==> src/rtl/ex_mem_buf.sv <==
// Elastic EX/MEM stage: DEPTH-entry in-order buffer, valid/ready on both sides, 1-cycle latency.
// in_ready depends only on occupancy, never on out_ready; outputs read as a NOP bubble when empty.
module ex_mem_buf #(
    parameter int DATA_W  = 32,
    parameter int PC_W    = 32,
    parameter int RADDR_W = 5,
    parameter int DEPTH   = 2,
    parameter int CNT_W   = 16
) (
    input  logic                         clk,
    input  logic                         rst,
    input  logic                         flush,
    input  logic                         in_valid,
    output logic                         in_ready,
    input  logic [PC_W-1:0]              in_pc,
    input  logic                         in_wreg,
    input  logic [RADDR_W-1:0]           in_rw,
    input  logic [DATA_W-1:0]            in_wdata,
    input  logic                         in_whilo,
    input  logic [DATA_W-1:0]            in_hi,
    input  logic [DATA_W-1:0]            in_lo,
    output logic                         out_valid,
    input  logic                         out_ready,
    output logic [PC_W-1:0]              out_pc,
    output logic                         out_wreg,
    output logic [RADDR_W-1:0]           out_rw,
    output logic [DATA_W-1:0]            out_wdata,
    output logic                         out_whilo,
    output logic [DATA_W-1:0]            out_hi,
    output logic [DATA_W-1:0]            out_lo,
    output logic [$clog2(DEPTH+1)-1:0]   count,
    output logic [CNT_W-1:0]             stall_cycles
);
    localparam int PTR_W = $clog2(DEPTH);
    localparam int CW    = $clog2(DEPTH + 1);

    typedef struct packed {
        logic [PC_W-1:0]    pc;
        logic               wreg;
        logic [RADDR_W-1:0] rw;
        logic [DATA_W-1:0]  wdata;
        logic               whilo;
        logic [DATA_W-1:0]  hi;
        logic [DATA_W-1:0]  lo;
    } entry_t;

    entry_t             mem [DEPTH];
    entry_t             in_entry;
    entry_t             head;
    logic [PTR_W-1:0]   rd_ptr;
    logic [PTR_W-1:0]   wr_ptr;
    logic               push;
    logic               pop;

    assign in_entry  = '{pc: in_pc, wreg: in_wreg, rw: in_rw, wdata: in_wdata,
                         whilo: in_whilo, hi: in_hi, lo: in_lo};
    assign in_ready  = (count < CW'(DEPTH));
    assign out_valid = (count != '0);
    assign push      = in_valid & in_ready;
    assign pop       = out_valid & out_ready;

    always_ff @(posedge clk) begin
        if (rst || flush) begin
            rd_ptr <= '0;
            wr_ptr <= '0;
            count  <= '0;
        end else begin
            if (push) wr_ptr <= wr_ptr + PTR_W'(1);
            if (pop)  rd_ptr <= rd_ptr + PTR_W'(1);
            case ({push, pop})
                2'b10:   count <= count + CW'(1);
                2'b01:   count <= count - CW'(1);
                default: count <= count;
            endcase
        end
    end

    // Storage is deliberately not reset; the output gating below hides stale entries.
    always_ff @(posedge clk) begin
        if (push && !flush && !rst) mem[wr_ptr] <= in_entry;
    end

    always_ff @(posedge clk) begin
        if (rst) begin
            stall_cycles <= '0;
        end else if (out_valid && !out_ready && !flush && (stall_cycles != '1)) begin
            stall_cycles <= stall_cycles + CNT_W'(1);
        end
    end

    assign head      = mem[rd_ptr];
    assign out_pc    = out_valid ? head.pc    : '0;
    assign out_wreg  = out_valid ? head.wreg  : 1'b0;
    assign out_rw    = out_valid ? head.rw    : '0;
    assign out_wdata = out_valid ? head.wdata : '0;
    assign out_whilo = out_valid ? head.whilo : 1'b0;
    assign out_hi    = out_valid ? head.hi    : '0;
    assign out_lo    = out_valid ? head.lo    : '0;
endmodule
==> config.mk <==
export PLATFORM = sky130hd
export DESIGN_NAME = ex_mem_buf
export DESIGN_NICKNAME = d
export VERILOG_FILES = /design/src/rtl/ex_mem_buf.sv
export SDC_FILE = /design/constraint.sdc
export NUM_CORES = 1
export LEC_CHECK = 0
export ABC_AREA = 1
export BUFFER_PORTS_ARGS = -buffer_cell sky130_fd_sc_hd__buf_2
export CORE_AREA = 2 2 149 151
export CTS_CLUSTER_DIAMETER = 50
export CTS_CLUSTER_SIZE = 24
export DETAILED_ROUTE_END_ITERATION = 8
export DIE_AREA = 0 0 151 153
export GPL_ROUTABILITY_DRIVEN = 1
export PLACE_DENSITY = 0.79
export SYNTH_ARGS = -nofsm -noshare
export SYNTH_HDL_FRONTEND = slang
export SYNTH_SLANG_ARGS = --single-unit
==> constraint.sdc <==
create_clock -name clk -period 15.6 [get_ports clk]
set_input_delay 2.34 -clock clk [delete_from_list [all_inputs] [get_ports clk]]
set_output_delay 2.34 -clock clk [all_outputs]
set_load 0.1 [all_outputs]
-- Word-level counts from Yosys, hierarchy flattened
Memory sizes are Yosys's and may differ from the RTL's. A register that Yosys moved wholly into a read port is not among the register bits.
Index checks and enable logic that the tools add are counted.
- register bits: 20
- latch bits: 0
- memory bits (writable): 270
- ROM bits: 0
- memories: 1
- memories (name ; depth ; width ; read ports ; clocked after memory_dff ; write ports ; line ; text):
    mem ; 2 ; 135 ; 1 ; 1 ; 1 ; 47 ; entry_t mem [DEPTH];
- add/subtract/negate cells: 5
- multiply operators: 0
- divide/modulo/power cells: 0
- order comparisons: 1
- eq/ne operators: 3
- shift-type cells: 0
- muxes and demuxes: 12
- bitwise operators: 2
- reductions and logical operators: 11
- operators by type and width (operator ; count):
    $mux W32 ; 4
    $add A16 B1 Y16 const B ; 1
    $ne A16 B16 Y1 const B ; 1
    $mux W1 ; 6
    $logic_and A1 B1 Y1 ; 5
    $mux W5 ; 1
    $pmux W2 S2 ; 1
    $reduce_bool A2 Y1 ; 2
    $logic_not A1 Y1 ; 3
    $add A1 B1 Y1 const B ; 2
    $add A2 B1 Y2 const B ; 1
    $and A1 B1 Y1 ; 2
    $eq A2 B1 Y1 const B ; 1
    $eq A2 B2 Y1 const B ; 1
    $lt A2 B2 Y1 const B ; 1
    $sub A2 B1 Y2 const B ; 1
    $logic_or A1 B1 Y1 ; 1

-- Depth between registers and ports, before layout
Gate-level depths: netlist (run 1).
- depth after elaboration: 6
- depth in mapped cells: 8
- mapped depth without buffers: 8

-- Least setup slack after synthesis (run 1)
Ideal clock, no wire load.
- path kind: input -> register
- from: in flush
- to: mem mem[1][0] (netlist name) (enable)
- setup time: 795 ps
- data arrival time: 11666 ps
- data required time: 14805 ps
- setup slack: 3140 ps
- cell stages on the path: 3
- path buffers: 0
- path through: nor2_1 -> inv_1 -> nor3_1
- word-level cells in the longest chain between the ends: 5
- ends and longest elaborated chain (what ; line ; text):
    from (decl) ; 12 ; input logic flush,
    $logic_not A1 Y1 ; 80 ; if (push && !flush && !rst) mem[wr_ptr] <= in_entry;
    $logic_and A1 B1 Y1 (2 in a row) ; 80 ;
    $mux W1 ; 80 ;
    $mux W1 (not written as such) ; 80 ;
    to (decl) ; 47 ;
No other way between the ends.

==> results.md, run 1 <==
* Status: finished, final reports clean
* Peak supply drop at 0.101 mV
* First-pass GRT wire length at 38,000 µm
* Seq. cell area at 8530 µm²
* M1 GR Usage at 0.231
* Worst Reg-to-Reg Cells at 9
* Die Wd at 151 µm
* Unique masters post-synth at 27
* Sequential fraction of the synthesis area at 0.762
* Cells along the critical path: inv_4, buf_4, nand2_1, a21oi_1, buf_2
* Yosys warns at 0
* Routed WL per cell at 16.6 µm
* Post-Syn Nets at 1,040
* Int Power at 0.00124 W
* Finished Layout Cells at 1,484
* Fin crit share at 0.357
* Max cap viols at 0
* Share of cells above drive strength 1 at 0.303
* CP peak stage delay at 0.87 ns
* Top_reg_cell synth: edfxtp_1
* Antenna violations before repair at 6
* Die area at 23,100 µm²
* HP Start: rd_ptr$_SDFFE_PP0P_
* Worst-Margin Slew at 1.08 ns
* Synth area leaders: edfxtp_1 (72%), nand2_1 (10%), a21oi_1 (6.8%), dfxtp_1 (3.8%), nor2_1 (1.4%)
* CTS Hold Bufs at 0
* H-tree levels at 1
* Hold Crit Depth at 1
* Cell Area, Placed at 12,900 µm²
* Number of CTS-inserted buffers at 25
* Most frequent cells after synthesis: nand2_1 (303), edfxtp_1 (270), a21oi_1 (151), nor2_1 (42), nand3_1 (22)
* DRT iter0 DRCs at 463
* Nets at 1,323
* Number of enable flip-flop cells after synthesis at 270
* Fin. Hold Viols at 0
* CP max stage cell: buf_4
* Number of remaining DRC errors at 0
* Tmin final at 5.57 ns
* Synth Register Bits at 291
* Crit Path Category: register to output port
* FMAX at 0.179 GHz
* Buf/Inv on CP at 3
* Levels on crit path at 5
* Met2 usage at 0.372
* Post-route ant nets at 0
* Post-route setup slack at 10.03 ns
* Reg2reg end: count[1]$_SDFFE_PP0P_
* Ys async rst share at 0
* Slew margin rel. at 0.278
* R2r setup slk at 12.63 ns
* Syn Area/Cell at 12.5 µm²
* Min-Delay Path Class: register to register
* TritonCTS clock tree: done
* Vias in the first global route at 7,803
* GR Util met3 at 0.0764
* Worst path arrival time at 3.23 ns
* Post-route cell area at 13,800 µm²
* First-pass DRT Iterations at 4
* Setup TNS at 0 ns
* Worst-Skew Late Latency at 0.52 ns
* Vias at 7,788
* Post-CTS setup buffer count at 0
* Area growth from synthesis to layout at 22.9%
* Starting density of the core at 0.521
* Setup violators final at 0
* Gr usage total at 0.208
* Post-Syn Instances at 898
* Ports at 295
* DP HPWL at 15,900 µm
* Gr busiest metal: met2
* Multi-input logic area at 2380 µm²
* Largest net degree at the start of global routing at 104
* Mapped Area at 11,200 µm²
* Net Sw Frac at 0.292
* Placed cells at 1,434
* Clk pin slew, worst setup/hold paths at 0.08 ns
* GR Overflow Total at 0
* RSZ-0062 raised after global routing: false
* Crit path max fanout at 103
* CP endpoint kind: output port
* Combinational Power Share at 0.137
* Die Y at 153 µm
* Dominant cell type by area after synthesis: edfxtp_1
* Clock network fraction of total power at 0.364
* Crit path max-delay family: buffers and inverters
* Core area at 21,500 µm²
* Yosys top cell area share at 0.725
* Sequential share of power at 0.500
* Power Dens Cells at 127 nW/µm²
* Sw power at 0.000509 W
* Post-CTS sizing at 0
* CTS Buffer Depth at 3
* Slew Limit Fails at 0
* RD Place Congestion at 0.829
* Clock root buffer: clkbuf_16
* Place WS at 10.55 ns
* Fillers at 1,586
* Worst Skew at 0.0152 ns
* Via density at 5.25
* Critical Path RT at 13.26 ns
* Top-count cell post-synth: nand2_1
* Final wirelength at 24,600 µm
* CP Launch Type: register
* Row Count at 54
* Static leakage at 5.57 nW
* IO Port Bufs at 294
* R2R Path Start: count[0]$_SDFFE_PP0P_
* Clock Sinks at 291
==> power groups by stage <==
stage / clock network [W] / registers, W / logic (W)
2_1_floorplan: 0 / 0.000895 / 0.000183
3_3_place_gp: 0 / 0.000889 / 0.000236
3_5_place_dp: 0 / 0.000890 / 0.000239
4_1_cts: 0.000651 / 0.000872 / 0.000240
5_1_grt: 0.000676 / 0.000874 / 0.000250
6_report: 0.000635 / 0.000872 / 0.000239
==> layout by cell type (no fill, tap or decap), types with 2 or more instances in the layout <==
cell type,count
a21oi_1,151
a21oi_2,2
buf_2,294
buf_4,8
clkbuf_16,25
clkinv_8,5
clkinvlp_4,3
dfxtp_1,20
diode_2,4
edfxtp_1,270
ha_1,2
inv_1,19
inv_12,2
inv_6,7
nand2_1,303
nand2_2,2
nand3_1,22
nand3b_1,2
nor2_1,40
nor2_4,5
o21ai_0,4
==> metal layers <==
metal  share of wire  vias up  wire [µm]
met3            0.11       35       2720
li1                -     3706          -
met2            0.52      304      12700
met1            0.35     3739       8720
met5          0.0011        -         27
met4           0.017        4        427
==> logic make-up (layout without fill, tap and decap cells) <==
group / Yosys count / count (layout) / share of synthesized area
other: 0 / 4 / 0
and+or+nand+nor: 381 / 381 / 0.137
AOI/OAI and AO/OA: 157 / 157 / 0.0709
xor gates and xnor gates: 1 / 1 / 0.000783
buffers and inverters: 66 / 368 / 0.0271
DFF: 291 / 291 / 0.762
adders and majority gates: 2 / 2 / 0.00224
==> worst max-delay path by stage <==
stage                         from                   end  slack, ns
after detailed placement  register            out_pc[19]      10.55
after CTS                 register            out_pc[19]       9.98
after floorplan              flush   mem[1][0]$_DFFE_PP_       3.14
final                     register            out_pc[19]      10.03
after global routing      register             out_lo[4]       9.80
after global placement       flush  mem[1][40]$_DFFE_PP_      10.58
==> sequential cells by signal, indices dropped and copies added (netlist names), named ones only <==
signal        flops
count             2
mem             270
rd_ptr            1
stall_cycles     16
wr_ptr            1
==> metrics by stage <==
| stage | hold slack, ns | power, W | utilization |
|---|---|---|---|
| final | 0.468 | 0.00175 | 0.640 |
| after global routing | 0.497 | 0.00180 | 0.640 |
| after CTS | 0.466 | 0.00176 | 0.640 |
| after detailed placement | 0.451 | 0.00113 | 0.599 |
| after global placement | 0.435 | 0.00113 | 0.599 |
| after floorplan | 0.425 | 0.00108 | - |
==> layout make-up <==
type	count	share of cell area
clock buffers	26	0.0457
multi-input cells	541	0.173
clock inverters	20	0.0180
well taps	280	0.0255
flip-flops and latches	291	0.620
diodes	4	0.000728
repair buffers	302	0.111
inverters	20	0.00564
No activity file was read; power rests on OpenSTA's default activity.
==> run 2: changes to the inputs <==
- ABC_AREA: 1 -> 0
- clock period: 15.6 -> 5.4 ns (I/O delays scaled with it)
==> results.md, run 2 <==
* Post-route cell area at 14,000 µm² (+2.1%)
* Via density at 5.17 (-1.5%)
* Die Wd at 151 µm (unchanged)
* Fin. Hold Viols at 0 (unchanged)
* IO Port Bufs at 294 (unchanged)
* Worst-Margin Slew at 1.08 ns (-0.000103 ns)
* Slew margin rel. at 0.279 (about the same)
* Ys async rst share at 0 (unchanged)
* CTS Buffer Depth at 3 (unchanged)
* Hold_ws at 0.464 ns (-0.00450 ns)
* Core Util, Final at 0.654 (+0.0133)
* Yosys top cell area share at 0.720 (-0.00459)
* Max cap viols at 0 (unchanged)
* Antenna violations before repair at 2 (-4)
* Commonest cells after routing, fill and taps aside: buf_2 (294), edfxtp_1 (270), nor2_1 (142), mux2i_1 (136), clkbuf_16 (29)
* Post-Syn Nets at 841 (-19%)
* Top_reg_cell synth: edfxtp_1
* Met2 wire len at 11,300 µm (-11%)
* Ports at 295 (unchanged)
* Final wirelength at 22,600 µm (-8.1%)
* Wl on met1 at 8700 µm (-0.33%)
* Min-Delay Path Class: input port to register
* Worst Skew at 0.0112 ns (-0.00404 ns)
* Peak supply drop at 0.352 mV (+250%)
* Fin crit share at 0.659
* Worst-Skew Late Latency at 0.53 ns (about the same)
* Cell Area, Placed at 13,000 µm² (+1.4%)
* Syn Area/Cell at 16.1 µm² (+29%)
* Post-CTS sizing at 0 (unchanged)
* Vias at 6,721 (-14%)
* Number of enable flip-flop cells after synthesis at 270 (unchanged)
* Top-count cell post-synth: edfxtp_1
* Critical Path RT at 4.59 ns (-8.67 ns)
* Unique masters post-synth at 45 (+67%)
* Largest Register: mem
* DRT iter0 DRCs at 330 (-29%)
* Status: finished, final reports clean
* Area growth from synthesis to layout at 24.7%
* Met3 wire length at 2160 µm (-21%)
* Commonest non-fill, non-tap cell in the layout: buf_2
* RSZ-0062 raised after global routing: false
* DP HPWL at 14,500 µm (-8.6%)
* CP endpoint kind: output port
* Most frequent cells after synthesis: edfxtp_1 (270), nor2_1 (143), mux2i_1 (136), dfxtp_1 (21), buf_2 (16)
* Routed WL per cell at 17.4 µm (+4.9%)
* Vias in the first global route at 6,696 (-14%)
* Starting density of the core at 0.524 (+0.00332)
* Post-Syn Instances at 699 (-22%)
* Sequential fraction of the synthesis area at 0.757 (-0.00483)
* Gr usage total at 0.188 (-0.0203)
* RD Place Congestion at 0.791 (-4.6%)
* Crit path max fanout at 85 (-17%)
* Post-CTS setup buffer count at 0 (unchanged)
* Max reg flops at 270 (unchanged)
* Die area at 23,100 µm² (unchanged)
* Dominant cell type by area after synthesis: edfxtp_1
* Crit Path Category: register to output port
* Slew Limit Fails at 0 (unchanged)
* Share of cells above drive strength 1 at 0.363 (+0.0606)
* Tmin final at 3.56 ns
* CTS Hold Bufs at 0 (unchanged)
* Nets at 1,139 (-14%)
* Static leakage at 5.23 nW (-6.1%)
* Top sig layer: met5
* Yosys warns at 0 (unchanged)
* GR Overflow Total at 0 (unchanged)
* Number of CTS-inserted buffers at 29 (+16%)
* Die Y at 153 µm (unchanged)
* Clk pin slew, worst setup/hold paths at 0.07 ns (about the same)
* Worst path arrival time at 2.75 ns (-0.48 ns)
* Worst Reg-to-Reg Cells at 8 (-1)
* Setup violators final at 0 (unchanged)
* Row Count at 54 (unchanged)
* FMAX at 0.281 GHz
* Post-route ant nets at 0 (unchanged)
* CP Launch Type: register
* Synth area leaders: edfxtp_1 (72%), mux2i_1 (12%), nor2_1 (4.8%), dfxtp_1 (3.7%), buf_2 (0.71%)
* Power Dens Cells at 373 nW/µm² (+190%)
* Largest net degree at the start of global routing at 86 (-17%)
* Hold Crit Depth at 1 (unchanged)
* Clock root buffer: clkbuf_16
* Number of remaining DRC errors at 0 (unchanged)
* TritonCTS clock tree: done
* H-tree levels at 1 (unchanged)
* Mapped Area at 11,300 µm² (+0.64%)
* First-pass GRT wire length at 34,200 µm (-10%)
* Core area at 21,500 µm² (unchanged)
* Synth Register Bits at 291 (unchanged)
* Largest registers: mem x270, stall_cycles x16, count x2
* First-pass DRT Iterations at 5 (+1)
* Clock Sinks at 291 (unchanged)
==> run 2: critical path, stage by stage, from the launching register on <==
cell and delay [ns]:
dfxtp_1 0.40, nor2_4 0.14, buf_4 0.69, clkinv_1 0.53, buf_2 0.43
==> run 2: metal layers <==
metal / GRT usage / up-vias
met5: 0 / -
met3: 0.0624 / 42
met4: 0.0512 / 2
met2: 0.325 / 245
met1: 0.225 / 3227
li1: - / 3205
==> run 2: path summary, 6_finish.rpt <==
kind                                                     from                             to  slack (ns)
worst max-delay path                    count[1]$_SDFFE_PP0P_                      out_valid        1.84
worst min-delay path                                in_hi[11]           mem[1][43]$_DFFE_PP_        0.46
worst max register to register          count[1]$_SDFFE_PP0P_          count[1]$_SDFFE_PP0P_        2.48
worst min register to register  stall_cycles[15]$_SDFFE_PP0P_  stall_cycles[15]$_SDFFE_PP0P_        0.52
==> run 2: layout make-up <==
class,count,area (µm²)
inverter,6,22.5
sequential,291,8530
clock buffer,31,733
timing repair buffer,303,1550
antenna,1,2.50
clock inverter,22,262
multi-input combinational,366,2590
tap,280,350
fill,1562,7440
==> run 2: cells by family (layout without fill, tap and decap cells) <==
group | count (synthesis) | after routing | share of synthesized area
muxes | 141 | 141 | 0.126
AOI/OAI and AO/OA | 24 | 24 | 0.0146
buffers and inverters | 42 | 362 | 0.0168
adders and majority gates | 2 | 2 | 0.00222
and+or+nand+nor | 194 | 194 | 0.0794
DFF | 291 | 291 | 0.757
other | 0 | 1 | 0
xor gates and xnor gates | 5 | 5 | 0.00389
==> run 2: stage by stage <==
step | setup TNS, ns | instances | total power [W] | setup WS [ns]
final | 0 | 1300 | 0.00524 | 1.84
after global routing | 0 | 1300 | 0.00541 | 1.63
after CTS | 0 | 1299 | 0.00529 | 1.75
after detailed placement | 0 | 1246 | 0.00327 | 2.37
after global placement | 0 | 1246 | 0.00326 | 2.42
after floorplan | -110.78 | 699 | 0.00312 | -0.449
==> run 2: power by group <==
part / internal (W) / switching (W)
clock: 0.00116 / 0.000862
sequential: 0.00251 / 0.0000156
combinational: 0.000120 / 0.000577
==> run 3: changes to the inputs <==
- CORE_AREA: 2 2 149 151 -> 2 2 157 159
- DIE_AREA: 0 0 151 153 -> 0 0 159 161
- PLACE_DENSITY: 0.79 -> 0.75
- clock period: 5.4 -> 3 ns (I/O delays scaled with it)
==> results.md, run 3 (synthesized netlist as in run 2, its figures left out) <==
* Status: finished, final reports clean
* Antenna violations before repair at 7 (+5)
* CTS Hold Bufs at 0 (unchanged)
* Power Dens Cells at 667 nW/µm² (+79%)
* DRT iter0 DRCs at 395 (+20%)
* FMAX at 0.355 GHz
* Min-Delay Path Class: input port to register
* Post-route ant nets at 0 (unchanged)
* Die Wd at 159 µm (+5.3%)
* CP endpoint: out_wdata[31]
* GR Overflow Total at 0 (unchanged)
* Core Util, Final at 0.603 (-0.0504)
* Worst-Margin Slew at 0.667 ns (-0.416 ns)
* Commonest cells after routing, fill and taps aside: buf_2 (294), edfxtp_1 (270), mux2i_1 (136), nor2_1 (92), nor2_2 (41)
* Starting density of the core at 0.470 (-0.0542)
* R2R Path Start: count[1]$_SDFFE_PP0P_
* Pwr Total at 0.00964 W (+84%)
* Number of remaining DRC errors at 0 (unchanged)
* Fin. Hold Viols at 0 (unchanged)
* Nets at 1,140 (+0.088%)
* Crit path max fanout at 44 (-48%)
* Commonest non-fill, non-tap cell in the layout: buf_2
* IO Port Bufs at 294 (unchanged)
* Ports at 295 (unchanged)
* Clock root buffer: clkbuf_16
* Via density at 5.08 (-1.7%)
* Max cap viols at 0 (unchanged)
* Worst Skew at 0.00872 ns (-0.00248 ns)
* H-tree levels at 1 (unchanged)
* Slew margin rel. at 0.552 (+0.274)
* Crit Path Category: register to output port
* Setup TNS at 0 ns (unchanged)
* Largest net degree at the start of global routing at 77 (-10%)
* Slew Limit Fails at 0 (unchanged)
* Number of CTS-inserted buffers at 28 (-3.4%)
* RSZ-0062 raised after global routing: false
* Setup violators final at 0 (unchanged)
* Die area at 25,600 µm² (+11%)
* Worst-Skew Late Latency at 0.54 ns (about the same)
* First-pass DRT Iterations at 5 (unchanged)
* Placed cells at 1,292 (+3.7%)
* Routed WL per cell at 17.4 µm (about the same)
* Clock Sinks at 291 (unchanged)
* CP Launch Type: register
* Reg2reg end: count[1]$_SDFFE_PP0P_
* Max reg flops at 270 (unchanged)
* TritonCTS clock tree: done
* Final wirelength at 23,400 µm (+3.6%)
* Post-CTS sizing at 0 (unchanged)
* Post-route cell area at 14,500 µm² (+2.9%)
* Core area at 24,000 µm² (+12%)
* Largest registers: mem x270, stall_cycles x16, count x2
* Vias at 6,844 (+1.8%)
* Peak supply drop at 0.705 mV (+100%)
* Tmin final at 2.82 ns
* Clk pin slew, worst setup/hold paths at 0.08 ns (about the same)
* Area growth from synthesis to layout at 28.3%
* Critical Path RT at 2.55 ns (-2.04 ns)
* R2r setup slk at 0.86 ns (-1.62 ns)
* Fillers at 1,862 (+19%)
* CP endpoint kind: output port
* Share of cells above drive strength 1 at 0.418 (+0.0545)
* Post-CTS setup buffer count at 0 (unchanged)
* First-pass GRT wire length at 36,400 µm (+6.6%)
* Die Y at 161 µm (+5.2%)
* Cell Area, Placed at 13,400 µm² (+2.7%)
* CTS Buffer Depth at 3 (unchanged)
* Worst path arrival time at 2.37 ns (-0.38 ns)
* Fin crit share at 0.940
* Finished Layout Cells at 1,347 (+3.6%)
* DP HPWL at 15,400 µm (+5.9%)
* Largest Register: mem
* Vias in the first global route at 6,921 (+3.4%)
* RD Place Congestion at 0.781 (-1.2%)
* Worst Reg-to-Reg Cells at 7 (-1)
* Row Count at 57 (+5.6%)
* Static leakage at 5.29 nW (+1.2%)
* Gr usage total at 0.178 (-0.0102)
[run 3: how the worst min path moves through the flow]
stage,startpoint,endpoint,slack [ns],cells after the start
after CTS,in_hi[15],mem[0][47]$_DFFE_PP_,0.07,1
after global routing,in_hi[13],mem[1][45]$_DFFE_PP_,0.07,1
after floorplan,rd_ptr$_SDFFE_PP0P_,register,0.52,2
after detailed placement,stall_cycles[15]$_SDFFE_PP0P_,stall_cycles[15]$_SDFFE_PP0P_,0.50,2
after global placement,stall_cycles[15]$_SDFFE_PP0P_,stall_cycles[15]$_SDFFE_PP0P_,0.47,2
final,in_hi[2],mem[1][34]$_DFFE_PP_,0.09,1
[run 3: layout make-up]
class,count,area (µm²),share of cell area
timing repair buffer,305,1680,0.116
clock buffer,29,726,0.0502
multi-input combinational,366,2760,0.191
clock inverter,23,317,0.0219
antenna,3,7.51,0.000519
tap,324,405,0.0280
sequential,291,8540,0.591
inverter,6,22.5,0.00156
[run 3: power breakdown]
part / switching [W] / internal (W)
Clock: 0.00177 / 0.00202
Sequential: 0.0000252 / 0.00451
Combinational: 0.00107 / 0.000245
[run 3: metal layers]
metal | vias to the layer above | GRT usage | wire length (µm)
met4 | 8 | 0.0612 | 616
met2 | 279 | 0.299 | 11600
met1 | 3269 | 0.223 | 9260
met5 | - | 0 | 48
li1 | 3229 | - | -
met3 | 59 | 0.0501 | 1960
[run 3: critical path: stages (launching register included)]
cell and delay, ns:
dfxtp_4 0.64, buf_12 0.34, mux2i_1 0.16, nor2_1 0.19
buf_2 0.46
[run 3: stage by stage]
step	hold slack, ns	setup slack (ns)
6_report	0.0934	0.180
5_1_grt	0.0687	0.0924
4_1_cts	0.0662	0.165
3_5_place_dp	0.500	0.747
3_3_place_gp	0.473	0.761
2_1_floorplan	0.520	-2.49
